<file path="src/rtl/shift_ram_ctrl.sv">
`default_nettype none
// ============================================================================
// Module      : shift_ram_ctrl
// Description : Line-delay controller for a simple dual-port RAM. A single
//               circular pointer serves as both write and read address, so
//               each accepted sample comes back exactly DEPTH strobes later.
//               Read data is qualified by a tag pipe that tracks RAM latency.
// Revision    : 1.0 - initial release
// ============================================================================
module shift_ram_ctrl #(
    parameter int DATA_WIDTH  = 8,
    parameter int ADDR_WIDTH  = 10,
    parameter int DEPTH       = 1024,
    parameter int RAM_LATENCY = 1
) (
    input  logic                  clk,
    input  logic                  reset,
    input  logic                  flush,
    input  logic                  clken,
    input  logic [DATA_WIDTH-1:0] din,
    output logic [DATA_WIDTH-1:0] dout,
    output logic                  dout_valid,
    output logic                  primed,
    output logic                  ram_we,
    output logic [ADDR_WIDTH-1:0] ram_waddr,
    output logic [DATA_WIDTH-1:0] ram_wdata,
    output logic                  ram_re,
    output logic [ADDR_WIDTH-1:0] ram_raddr,
    input  logic [DATA_WIDTH-1:0] ram_rdata
);

    localparam int                    c_cnt_width = $clog2(DEPTH + 1);
    localparam logic [ADDR_WIDTH-1:0] c_ptr_last  = ADDR_WIDTH'(DEPTH - 1);
    localparam logic [ADDR_WIDTH-1:0] c_ptr_one   = ADDR_WIDTH'(1);
    localparam logic [c_cnt_width-1:0] c_cnt_full = c_cnt_width'(DEPTH);
    localparam logic [c_cnt_width-1:0] c_cnt_last = c_cnt_width'(DEPTH - 1);
    localparam logic [c_cnt_width-1:0] c_cnt_one  = c_cnt_width'(1);

    localparam logic [0:0] c_st_fill = 1'b0;
    localparam logic [0:0] c_st_run  = 1'b1;

    logic                   w_accept;
    logic                   w_clear;
    logic [ADDR_WIDTH-1:0]  r_ptr;
    logic [c_cnt_width-1:0] r_cnt;
    logic [0:0]             r_state;
    logic [0:0]             w_state_nxt;
    logic                   w_primed;
    logic [RAM_LATENCY-1:0] r_tag_acc;
    logic [RAM_LATENCY-1:0] r_tag_prm;
    logic                   w_tag_fire;
    logic                   r_cap_fire;
    logic [DATA_WIDTH-1:0]  r_cap_data;
    logic [DATA_WIDTH-1:0]  r_dout;
    logic                   r_dout_valid;

    // A sample is taken only when neither reset nor flush competes with it.
    assign w_accept = clken & ~flush & ~reset;
    assign w_clear  = reset | flush;

    assign ram_we     = w_accept;
    assign ram_re     = w_accept;
    assign ram_waddr  = r_ptr;
    assign ram_raddr  = r_ptr;
    assign ram_wdata  = din;
    assign primed     = w_primed;
    assign dout       = r_dout;
    assign dout_valid = r_dout_valid;

    // Circular pointer over 0..DEPTH-1; explicit wrap so DEPTH may be non-pow2.
    always_ff @(posedge clk) begin
        if (w_clear) begin
            r_ptr <= '0;
        end else if (w_accept) begin
            r_ptr <= (r_ptr == c_ptr_last) ? '0 : r_ptr + c_ptr_one;
        end
    end

    // Saturating fill counter of samples accepted since reset/flush.
    always_ff @(posedge clk) begin
        if (w_clear) begin
            r_cnt <= '0;
        end else if (w_accept && (r_cnt != c_cnt_full)) begin
            r_cnt <= r_cnt + c_cnt_one;
        end
    end

    // Fill/run state register.
    always_ff @(posedge clk) begin
        if (reset) begin
            r_state <= c_st_fill;
        end else begin
            r_state <= w_state_nxt;
        end
    end

    // RUN is entered on the same edge the counter reaches DEPTH.
    always_comb begin
        w_state_nxt = r_state;
        w_primed    = 1'b0;
        case (r_state)
            c_st_fill: begin
                if (w_accept && (r_cnt == c_cnt_last)) begin
                    w_state_nxt = c_st_run;
                end
            end
            c_st_run: begin
                w_primed = 1'b1;
            end
            default: begin
                w_state_nxt = c_st_fill;
            end
        endcase
        if (flush) begin
            w_state_nxt = c_st_fill;
        end
    end

    // Tag pipe: one {accepted, primed_at_accept} entry per clock, RAM_LATENCY deep,
    // so the exiting tag lines up with the read data it describes.
    generate
        if (RAM_LATENCY == 1) begin : g_tag_single
            // Single-stage tag register.
            always_ff @(posedge clk) begin
                if (w_clear) begin
                    r_tag_acc <= '0;
                    r_tag_prm <= '0;
                end else begin
                    r_tag_acc <= w_accept;
                    r_tag_prm <= w_primed;
                end
            end
        end else begin : g_tag_multi
            // Multi-stage tag shift register.
            always_ff @(posedge clk) begin
                if (w_clear) begin
                    r_tag_acc <= '0;
                    r_tag_prm <= '0;
                end else begin
                    r_tag_acc <= {r_tag_acc[RAM_LATENCY-2:0], w_accept};
                    r_tag_prm <= {r_tag_prm[RAM_LATENCY-2:0], w_primed};
                end
            end
        end
    endgenerate

    // Only reads issued while already primed carry real delayed data.
    assign w_tag_fire = r_tag_acc[RAM_LATENCY-1] & r_tag_prm[RAM_LATENCY-1];

    // Capture read data as the tag exits; the extra stage gives the
    // N+RAM_LATENCY+1 output timing and isolates ram_rdata from dout.
    always_ff @(posedge clk) begin
        if (reset) begin
            r_cap_fire <= 1'b0;
            r_cap_data <= '0;
        end else begin
            r_cap_fire <= w_tag_fire & ~flush;
            if (w_tag_fire) begin
                r_cap_data <= ram_rdata;
            end
        end
    end

    // Output register: dout updates only with primed data; flush keeps dout.
    always_ff @(posedge clk) begin
        if (reset) begin
            r_dout       <= '0;
            r_dout_valid <= 1'b0;
        end else if (flush) begin
            r_dout_valid <= 1'b0;
        end else begin
            r_dout_valid <= r_cap_fire;
            if (r_cap_fire) begin
                r_dout <= r_cap_data;
            end
        end
    end

endmodule
`default_nettype wire
</file>
<file path="config.mk">
export PLATFORM = sky130hd
export DESIGN_NAME = shift_ram_ctrl
export DESIGN_NICKNAME = d
export VERILOG_FILES = /design/src/rtl/shift_ram_ctrl.sv
export SDC_FILE = /design/constraint.sdc
export NUM_CORES = 1
export LEC_CHECK = 0
export CAP_MARGIN = 0
export CORE_UTILIZATION = 50
export CTS_CLUSTER_SIZE = 25
export DETAILED_ROUTE_END_ITERATION = 12
export HOLD_SLACK_MARGIN = 0.1
export PLACE_DENSITY_LB_ADDON = 0.3
export SYNTH_ARGS = -nofsm -noshare
export SYNTH_HDL_FRONTEND = slang
export SYNTH_SLANG_ARGS = --single-unit
</file>
<file path="constraint.sdc">
create_clock -name clk -period 3.75 [get_ports clk]
set_input_delay 0.5625 -clock clk [delete_from_list [all_inputs] [get_ports clk]]
set_output_delay 0.5625 -clock clk [all_outputs]
set_load 0.01 [all_outputs]
</file>
==> results.yml, run 1 <==
yosys:
  yosys-top-cells-count: "dfxtp_1, nand2_1, a21oi_1"
  yosysMostFrequentCell: "dfxtp_1"
  synth_top_area_share_pct: 43.64
  yosysUniqueCellTypes: 36
  synth_ff_type: "dfxtp_1"
  syn-cell-area_um2: 1927
  synth_top_area_cell: "dfxtp_1"
  yosys_warnings: 0
  seq_area_frac_synth_pct: 43.64
  synth-simple-area-share_pct: 25.06
  synth_seq_cells: 42
  synth.area.top_cells: "dfxtp_1, buf_4, a21oi_1"
  synth_edf_count: 0
  async_reset_ff_share_pct: 0
  synthesis.nets: 253
  synth_compound_area_share_pct: 13.57
  syn_inst: 230
  synth-xor-area-share_pct: 1.818
  muxShareOfSynthArea_pct: 1.688
  synth_area_per_cell_um2: 8.378
  synth_top_family_by_area: "simple AND/OR/NAND/NOR gates"
  synth_fa_ha_area_share_pct: 1.948
grt:
  grt_pass1_wl_mm: 6.686
  grt_start_max_net_pins: 25
  grt-ovfl-total: 0
  track_usage_pct: 21.27
  grt_pass1_vias: 1539
  antenna_found_initial: 0
sta:
  setup_tns_ns: 0
  post-route-period-util_pct: 78.52
  finalSetupViolCount: 0
  worst_slew_pin_slew_ns: 0.6616
  fmax_mhz: 339.6
  rsz0062_at_grt: "false"
  slew_headroom_pct: 55.52
  clock_skew_ns: 0.007152
  hold_viol_final: 0
  drv_slew: 0
  period_needed_ns: 2.945
clocking:
  clk_latency_ns: 0.30
  cts_buffers: 5
  hold_buffers: 0
  cts_tree: "yes"
  post_cts_resized: 0
  htree_levels: 2
  path_clk_slew_ns: 0.08
  clock_path_buffers: 2
  clockRootBuffer: "clkbuf_8"
  cts_setup_buffers: 0
  clock-sinks: 42
die:
  fp.dieH_um: 64.08
  start_util_pct: 52.24
  rows: 22
  core-area_um2: 3689
  fp.dieArea_um2: 4106
  io_pins: 60
  chipWidth_um: 64.08
detailed_routing:
  ant_nets: 0
  wl_per_cell_um: 12.77
  vias: 1641
  wl_mm: 3.844
  drtPass1Iterations: 4
  drt-initial-drc-count: 100
  via_per_inst: 5.452
  drc: 0
critical_path:
  critPathMaxFanout: 12
  arrival_ns: 2.38
  required_ns: 3.19
  crit_path_end_kind: "primary output"
  start_kind: "input port"
  critPathKind: "in -> out"
placed_design:
  dp_cells: 293
  gp_congestion: 0.7612
  hpwl_mm: 2.716
  portBuffers: 43
pwr:
  ir_worst_vdd_uv: 283.9
  p_per_area_nw_per_um2: 361.6
  p_leak_nw: 0.7488
job:
  cap_violations: 0
layout:
  num_antenna_cells: 0
  area_growth_syn_to_layout_pct: 21.43
  fillerInstances: 332
  drive_gt1_share_pct: 5.138
  instances_no_fill: 301
  nets: 275
worst_hold_path:
  hold_path_class: "reg -> reg"
run_status:
  status: "completed"
per-layer routing:
layer / up-vias / wire length (µm) / GRT usage (%)
li1: 828 / - / -
met1: 750 / 1651 / 24.83
met2: 57 / 1891 / 34.57
met3: 6 / 232 / 7.143
met4: 0 / 69 / 10.51
met5: - / 0 / 0
worst paths after layout:
path                start            to  slack (ns)  cells after the start
max                 clken        ram_re        0.81                      4
min               dout[3]       dout[3]        0.46                      2
max reg2reg  ram_raddr[0]  ram_raddr[0]        1.92                      4
min reg2reg       dout[3]       dout[3]        0.46                      2
power by group:
part	switching [W]	internal [W]	leakage (nW)
sequential	0.00000291	0.000447	0.339
combinational	0.0000189	0.0000187	0.360
clock	0.000160	0.000198	0.0504
metrics by stage:
step | cell area (µm²) | total power (W) | worst slack (ns) | hold slack, ns | util, %
after floorplan | 1927 | 0.0004900 | 1.770 | 0.4321 | -
after detailed placement | 2226 | 0.0004985 | 0.7927 | 0.4485 | 60.35
after global routing | 2340 | 0.0008840 | 0.7440 | 0.4811 | 63.43
after CTS | 2340 | 0.0008525 | 0.8070 | 0.4598 | 63.43
after global placement | 2226 | 0.0004979 | 0.8352 | 0.4432 | 60.35
final | 2340 | 0.0008461 | 0.8055 | 0.4586 | 63.43
layout make-up:
class | instances | area (µm²) | area share (%)
Sequential cell | 42 | 840.8 | 35.94
Inverter | 10 | 37.54 | 1.604
Multi-Input combinational cell | 149 | 849.6 | 36.31
Clock inverter | 3 | 45.04 | 1.925
Clock buffer | 5 | 68.82 | 2.941
Timing Repair Buffer | 44 | 437.9 | 18.72
Tap cell | 48 | 60.06 | 2.567
kinds of logic (layout without fill, tap and decap cells):
| kind of cell | after synthesis | in the layout |
|---|---|---|
| multiplexers | 3 | 3 |
| AO/OA/AOI/OAI | 47 | 47 |
| adder cells (fa/ha/maj) | 3 | 3 |
| AND/OR/NAND/NOR | 92 | 92 |
| buffers and inverters | 39 | 62 |
| flip-flops | 42 | 42 |
| XOR/XNOR | 4 | 4 |
sequential cells by signal, indices dropped and copies added, names as in the netlist:
signal,cells
dout,8
r_cap_data,8
ram_raddr,10
r_state,1
r_cnt,11
r_cap_fire,1
dout_valid,1
r_tag_prm,1
r_tag_acc,1
cells in the final DEF (no fill, tap or decap), drive strengths merged, types with 2 or more instances in the layout:
| cell type | Yosys | layout |
|---|---|---|
| o31ai | 6 | 6 |
| clkbuf | 7 | 5 |
| clkinvlp | 0 | 2 |
| nand3 | 14 | 14 |
| ha | 3 | 3 |
| a21oi | 28 | 28 |
| nor2 | 8 | 8 |
| nand2b | 3 | 3 |
| nand4 | 6 | 6 |
| nor4 | 2 | 2 |
| o21ai | 9 | 9 |
| or4 | 7 | 7 |
| or3 | 8 | 8 |
| and2 | 3 | 3 |
| inv | 10 | 10 |
| clkdlybuf4s50 | 0 | 43 |
| nor4b | 2 | 2 |
| xnor2 | 3 | 3 |
| mux2 | 2 | 2 |
| nand2 | 32 | 32 |
| dfxtp | 42 | 42 |
| or3b | 2 | 2 |
| o211ai | 2 | 2 |
worst max-delay path, stage by stage:
cell and delay, ns:
clkdlybuf4s50_1 0.66, or3b_4 0.50, inv_2 0.11, clkdlybuf4s50_1 0.55
Power figures use the tool's default switching activity.
==> run 2, diff against run 1 <==
Settings changed: CORE_UTILIZATION 50 to 42.
Clock period 3.75 ns to 2.4 ns, I/O delays scaled along.
==> results.yml, run 2 (synthesis gave the netlist of run 1 again) <==
layout:
  instances_no_fill: 312
  largest_register: "r_cnt"
  final_common_cell: "clkdlybuf4s50_1"
  num_antenna_cells: 0
  final_cell_mix: "clkdlybuf4s50_1, dfxtp_1, nand2_1, a21oi_1, nand3_1"
  nets: 282
  area_growth_syn_to_layout_pct: 24.22
  drive_gt1_share_pct: 7.308
  largest_register_ffs: 11
  fin_util_pct: 54.59
sta:
  slew_headroom_pct: 61.96
  setup_tns_ns: 0
  worst_slew_pin_slew_ns: 0.5694
  drv_slew: 0
  hold_ws_ns: 0.4552
  rsz0062_at_grt: "false"
  fmax_mhz: 443.3
  period_needed_ns: 2.256
  clock_skew_ns: 0.003593
  post-route-period-util_pct: 93.99
  finalSetupViolCount: 0
  hold_viol_final: 0
clocking:
  hold_buffers: 0
  cts_tree: "yes"
  clock_path_buffers: 2
  htree_levels: 2
  path_clk_slew_ns: 0.08
  clock-sinks: 42
  clockRootBuffer: "clkbuf_8"
  post_cts_resized: 0
  clk_latency_ns: 0.30
  cts_setup_buffers: 0
  cts_buffers: 5
die:
  chipWidth_um: 69.73
  fp.dieH_um: 69.73
  start_util_pct: 43.95
  core-area_um2: 4384
  io_pins: 60
  fp.dieArea_um2: 4862
  rows: 24
critical_path:
  worst-path-buf-inv: 3
  crit_path_end_kind: "primary output"
  crit_path_start: "clken"
  arrival_ns: 1.90
  crit_cells: 4
  timing.rr.end: "r_cnt[1]"
  required_ns: 2.04
  slowest_delay_ns: 0.54
  r2r_slack_ns: 0.68
  crit_chain: "clkdlybuf4s50_1, or3b_4, inv_2, clkdlybuf4s50_1"
  start_kind: "input port"
  reg2regPathDepth: 3
  crit_top_cell: "clkdlybuf4s50_1"
  cpMaxStageDelayCell: "clkdlybuf4s50_1"
  crit_family: "buffers and inverters"
  reg2reg_from: "r_cnt[5]"
  critPathKind: "in -> out"
  critPathMaxFanout: 3
worst_hold_path:
  whs_path_depth: 2
  hold_start: "r_cap_data[6]"
  hold_path_class: "reg -> reg"
  hold_end: "dout[6]"
pwr:
  swShare_pct: 21.49
  p_clk_share_pct: 42.1
  p_leak_nw: 0.7831
  switchingPower_w: 0.0002862
  ir_worst_vdd_uv: 303.1
  comb_power_share_pct: 5.1
  seq_power_share_pct: 52.8
  p_int_w: 0.001045
  p_per_area_nw_per_um2: 556.3
detailed_routing:
  drtPass1Iterations: 4
  drt-initial-drc-count: 85
  vias: 1626
  wl_mm: 4.014
  wl_per_cell_um: 12.87
  ant_nets: 0
  via_per_inst: 5.212
  drc: 0
grt:
  grt_pass1_vias: 1597
  grt-ovfl-total: 0
  antenna_found_initial: 0
  grt_pass1_wl_mm: 6.996
  grt_start_max_net_pins: 25
  track_usage_pct: 17.95
placed_design:
  dp_cells: 304
  gp_congestion: 0.7934
  hpwl_mm: 2.868
  portBuffers: 43
run_status:
  status: "completed"
job:
  cap_violations: 0
run 2: changes by cell type in the layout (fill, tap and decap cells not counted), sizes merged:
cell | before | now
buf | 1 | 8
clkbuf | 5 | 6
clkinvlp | 2 | 1
run 2: how the worst max path moves through the flow:
stage	slack [ns]	endpoint
floorplan	0.75	ram_raddr[5]
finish	0.14	ram_re
global placement	0.15	ram_re
detailed placement	0.14	ram_re
global route	0.12	ram_re
CTS	0.13	ram_re
run 2: area by class of cell:
cell class / count / area [µm²]
clock buffers: 6 / 72.57
inverters: 10 / 37.54
fillers: 411 / 1991
flip-flops and latches: 42 / 840.8
well taps: 52 / 65.06
repair buffers: 51 / 490.5
multi-input cells: 149 / 849.6
clock inverters: 2 / 37.54
run 2: metal layers:
metal  vias to the layer above  GRT usage, %  share of wire (%)
met3                         8         4.070                3.6
met1                       746         22.11                 47
met2                        28         29.45                 47
met5                         -             0                  0
met4                         0         8.889                1.9
li1                        844             -                  -
run 2: power by group through the flow:
stage | Clock [W] | Combinational (W) | Sequential (W)
2_1_floorplan | 0 | 0.0000477 | 0.000718
3_3_place_gp | 0 | 0.0000672 | 0.000720
3_5_place_dp | 0 | 0.0000684 | 0.000720
4_1_cts | 0.000573 | 0.0000689 | 0.000703
5_1_grt | 0.000601 | 0.0000745 | 0.000705
6_report | 0.000560 | 0.0000683 | 0.000703
run 2: worst register-to-register path, cell delays in order (launching register included):
cell and delay [ns]:
dfxtp_1 0.36, or4_1 0.60, o31ai_1 0.30, mux2_1 0.35
run 2: metrics by stage:
step / setup slack [ns] / total power (W) / area [µm²]
after floorplan: 0.7464 / 0.0007656 / 1927
after global placement: 0.1473 / 0.0007871 / 2283
after detailed placement: 0.1355 / 0.0007884 / 2283
after CTS: 0.1349 / 0.001346 / 2394
after global routing: 0.1205 / 0.001381 / 2394
final: 0.1442 / 0.001332 / 2394
==> edit, RTL diff (settings of run 2) <==
Reset style: asynchronous (`reset`), changed in 3 clocked blocks.
--- a/src/rtl/shift_ram_ctrl.sv
+++ b/src/rtl/shift_ram_ctrl.sv
@@ -86,7 +86,7 @@
     end
 
     // Fill/run state register.
-    always_ff @(posedge clk) begin
+    always_ff @(posedge clk or posedge reset) begin
         if (reset) begin
             r_state <= c_st_fill;
         end else begin
@@ -149,7 +149,7 @@
 
     // Capture read data as the tag exits; the extra stage gives the
     // N+RAM_LATENCY+1 output timing and isolates ram_rdata from dout.
-    always_ff @(posedge clk) begin
+    always_ff @(posedge clk or posedge reset) begin
         if (reset) begin
             r_cap_fire <= 1'b0;
             r_cap_data <= '0;
@@ -162,7 +162,7 @@
     end
 
     // Output register: dout updates only with primed data; flush keeps dout.
-    always_ff @(posedge clk) begin
+    always_ff @(posedge clk or posedge reset) begin
         if (reset) begin
             r_dout       <= '0;
             r_dout_valid <= 1'b0;
Formal check against the unedited RTL: same outputs for any inputs over 10 cycles, from zero or initial values and one cycle with reset high; that may be too few to reach the edited logic, so the function may still have changed.
==> edit against run 2 <==
- routed wire length fell by 11%
- final area rose by 0.10%
- via count fell by 17%
- register-to-register slack improved by 0.07 ns
- area after synthesis fell by 2.0%
- sequential cell count did not move
- die area fell by 2.0%
- utilization rose by 0.82 points
- final cell count fell by 13%
- total power rose by 11%
- worst setup slack got worse by 0.047 ns
- count of clock-buffer cells in the layout fell by 1
- critical path type unchanged
- critical endpoint is now ram_we
- largest cell class is now registers
- largest power group unchanged
- highest routed layer unchanged
==> edit: results (changes against run 2) <==
** Run status
- Run status :: complete, no violations (unchanged)

** Min path
- The number of stages on the worst hold path came to 1 (was 2).
- The origin of the worst min-delay path is dout[4]$_DFFE_PP0P_ (was r_cap_data[6]$_SDFFE_PP0N_).

** Routing
- The via count is 1352 (was 1626).
- The wire length per cell is 13.1 µm (was 12.9 µm).
- The iteration-0 DRC count of the detailed router is 81 (was 85).

** Cells and area
- The ratio of cells with drive above 1 in the final layout was 14.0% (was 7.31%).
- Sequential standard cell area :: 936 µm² (was 841 µm²)
- The number of nets at the end of the flow came to 243 (was 282).

** Place
- Final weighted congestion in routability-driven placement :: 0.795 (was 0.793)
- DPL Wire Length :: 2570 µm (was 2870 µm)
- The post-detailed-placement cell area was 2260 µm² (was 2280 µm²).

** Worst setup path
- Depth of the worst register-to-register path :: 4 (was 3)
- Worst path arrival time :: 1.94 ns (was 1.90 ns)
- Critical path fanouts, max :: 5 (was 3)
- Reg2reg start :: ram_raddr[4]$_SDFFE_PP0P_ (was r_cnt[5]$_SDFFE_PP0P_)
- R2R setup slack :: 0.75 ns (was 0.68 ns)

** GRT
- The via count of the first global-routing pass came to 1313 (was 1597).
- Global-route wire length before repair :: 6330 µm (was 7000 µm)
- Largest net degree at the start of global routing :: 20 (was 25)

** Pwr
- Max VDD drop :: 259 µV (was 303 µV)
- The reported leakage power is 0.930 nW (was 0.783 nW).

** Timing
- Worst clock skew :: 0.00788 ns (was 0.00359 ns)
- The transition time at the pin with the least slew margin came to 0.740 ns (was 0.569 ns).

** Logic synthesis
- Fraction of registers with async set or reset after synthesis :: 45.2% (was 0%)
- Leading cell types by count after synthesis: sky130_fd_sc_hd__dfxtp_1, sky130_fd_sc_hd__nor2_1, sky130_fd_sc_hd__buf_4, sky130_fd_sc_hd__dfrtp_1, sky130_fd_sc_hd__mux2_2 (was sky130_fd_sc_hd__dfxtp_1, sky130_fd_sc_hd__nand2_1, sky130_fd_sc_hd__a21oi_1).
- Cell variety after synth :: 32 (was 36)

** Floorplanning
- The core area is 4320 µm² (was 4380 µm²).
[edit: through the flow]
step | cells | hold WS [ns]
finish | 273 | 0.507
global route | 273 | 0.502
CTS | 273 | 0.505
detailed placement | 265 | 0.488
global placement | 265 | 0.481
floorplan | 189 | 0.311
[edit: worst max-delay path by stage]
stage               cells past startpoint                        end  slack, ns   from
floorplan                               5  ram_raddr[9]$_SDFFE_PP0P_       0.65  flush
global placement                        4                     ram_re       0.08  flush
detailed placement                      4                     ram_we       0.09  flush
CTS                                     4                     ram_we       0.09  flush
global route                            4                     ram_we       0.05  flush
finish                                  4                     ram_we        0.1  flush
[edit: cells by family (layout without fill, tap and decap cells)]
logic type	after synthesis	in the layout	share of synthesized area [%]
flops	42	42	49.6
fa+ha+maj	3	3	1.99
simple gates	68	68	17.7
buf+inv	32	64	10.2
xor+xnor	15	15	6.96
mux	16	16	9.54
compound gates	13	13	4.04
[edit: power by group]
part / switching [mW] / internal, mW / leakage (nW)
clock network: 0.249 / 0.417 / 0.0683
logic: 0.0361 / 0.0472 / 0.433
registers: 0.00796 / 0.715 / 0.428
[edit: layout make-up]
type | count | area share (%)
clock inverter | 3 | 2.87
multi-input combinational | 115 | 31.7
tap | 52 | 2.72
clock buffer | 5 | 2.87
timing repair buffer | 48 | 19.5
inverter | 8 | 1.25
sequential | 42 | 39.1
[edit: layer usage]
layer	vias to the layer above	global-route usage [%]	routed length (µm)
met5	-	0	0
met4	0	5.90	52
met3	8	5.56	215
met2	31	24.3	1540
met1	630	22.9	1770
li1	683	-	-
[edit: worst max-delay path, stage by stage]
cell                              delay, ns
sky130_fd_sc_hd__clkdlybuf4s50_1       0.46
sky130_fd_sc_hd__or3b_1                0.49
sky130_fd_sc_hd__inv_2                 0.10
sky130_fd_sc_hd__clkdlybuf4s50_1       0.53
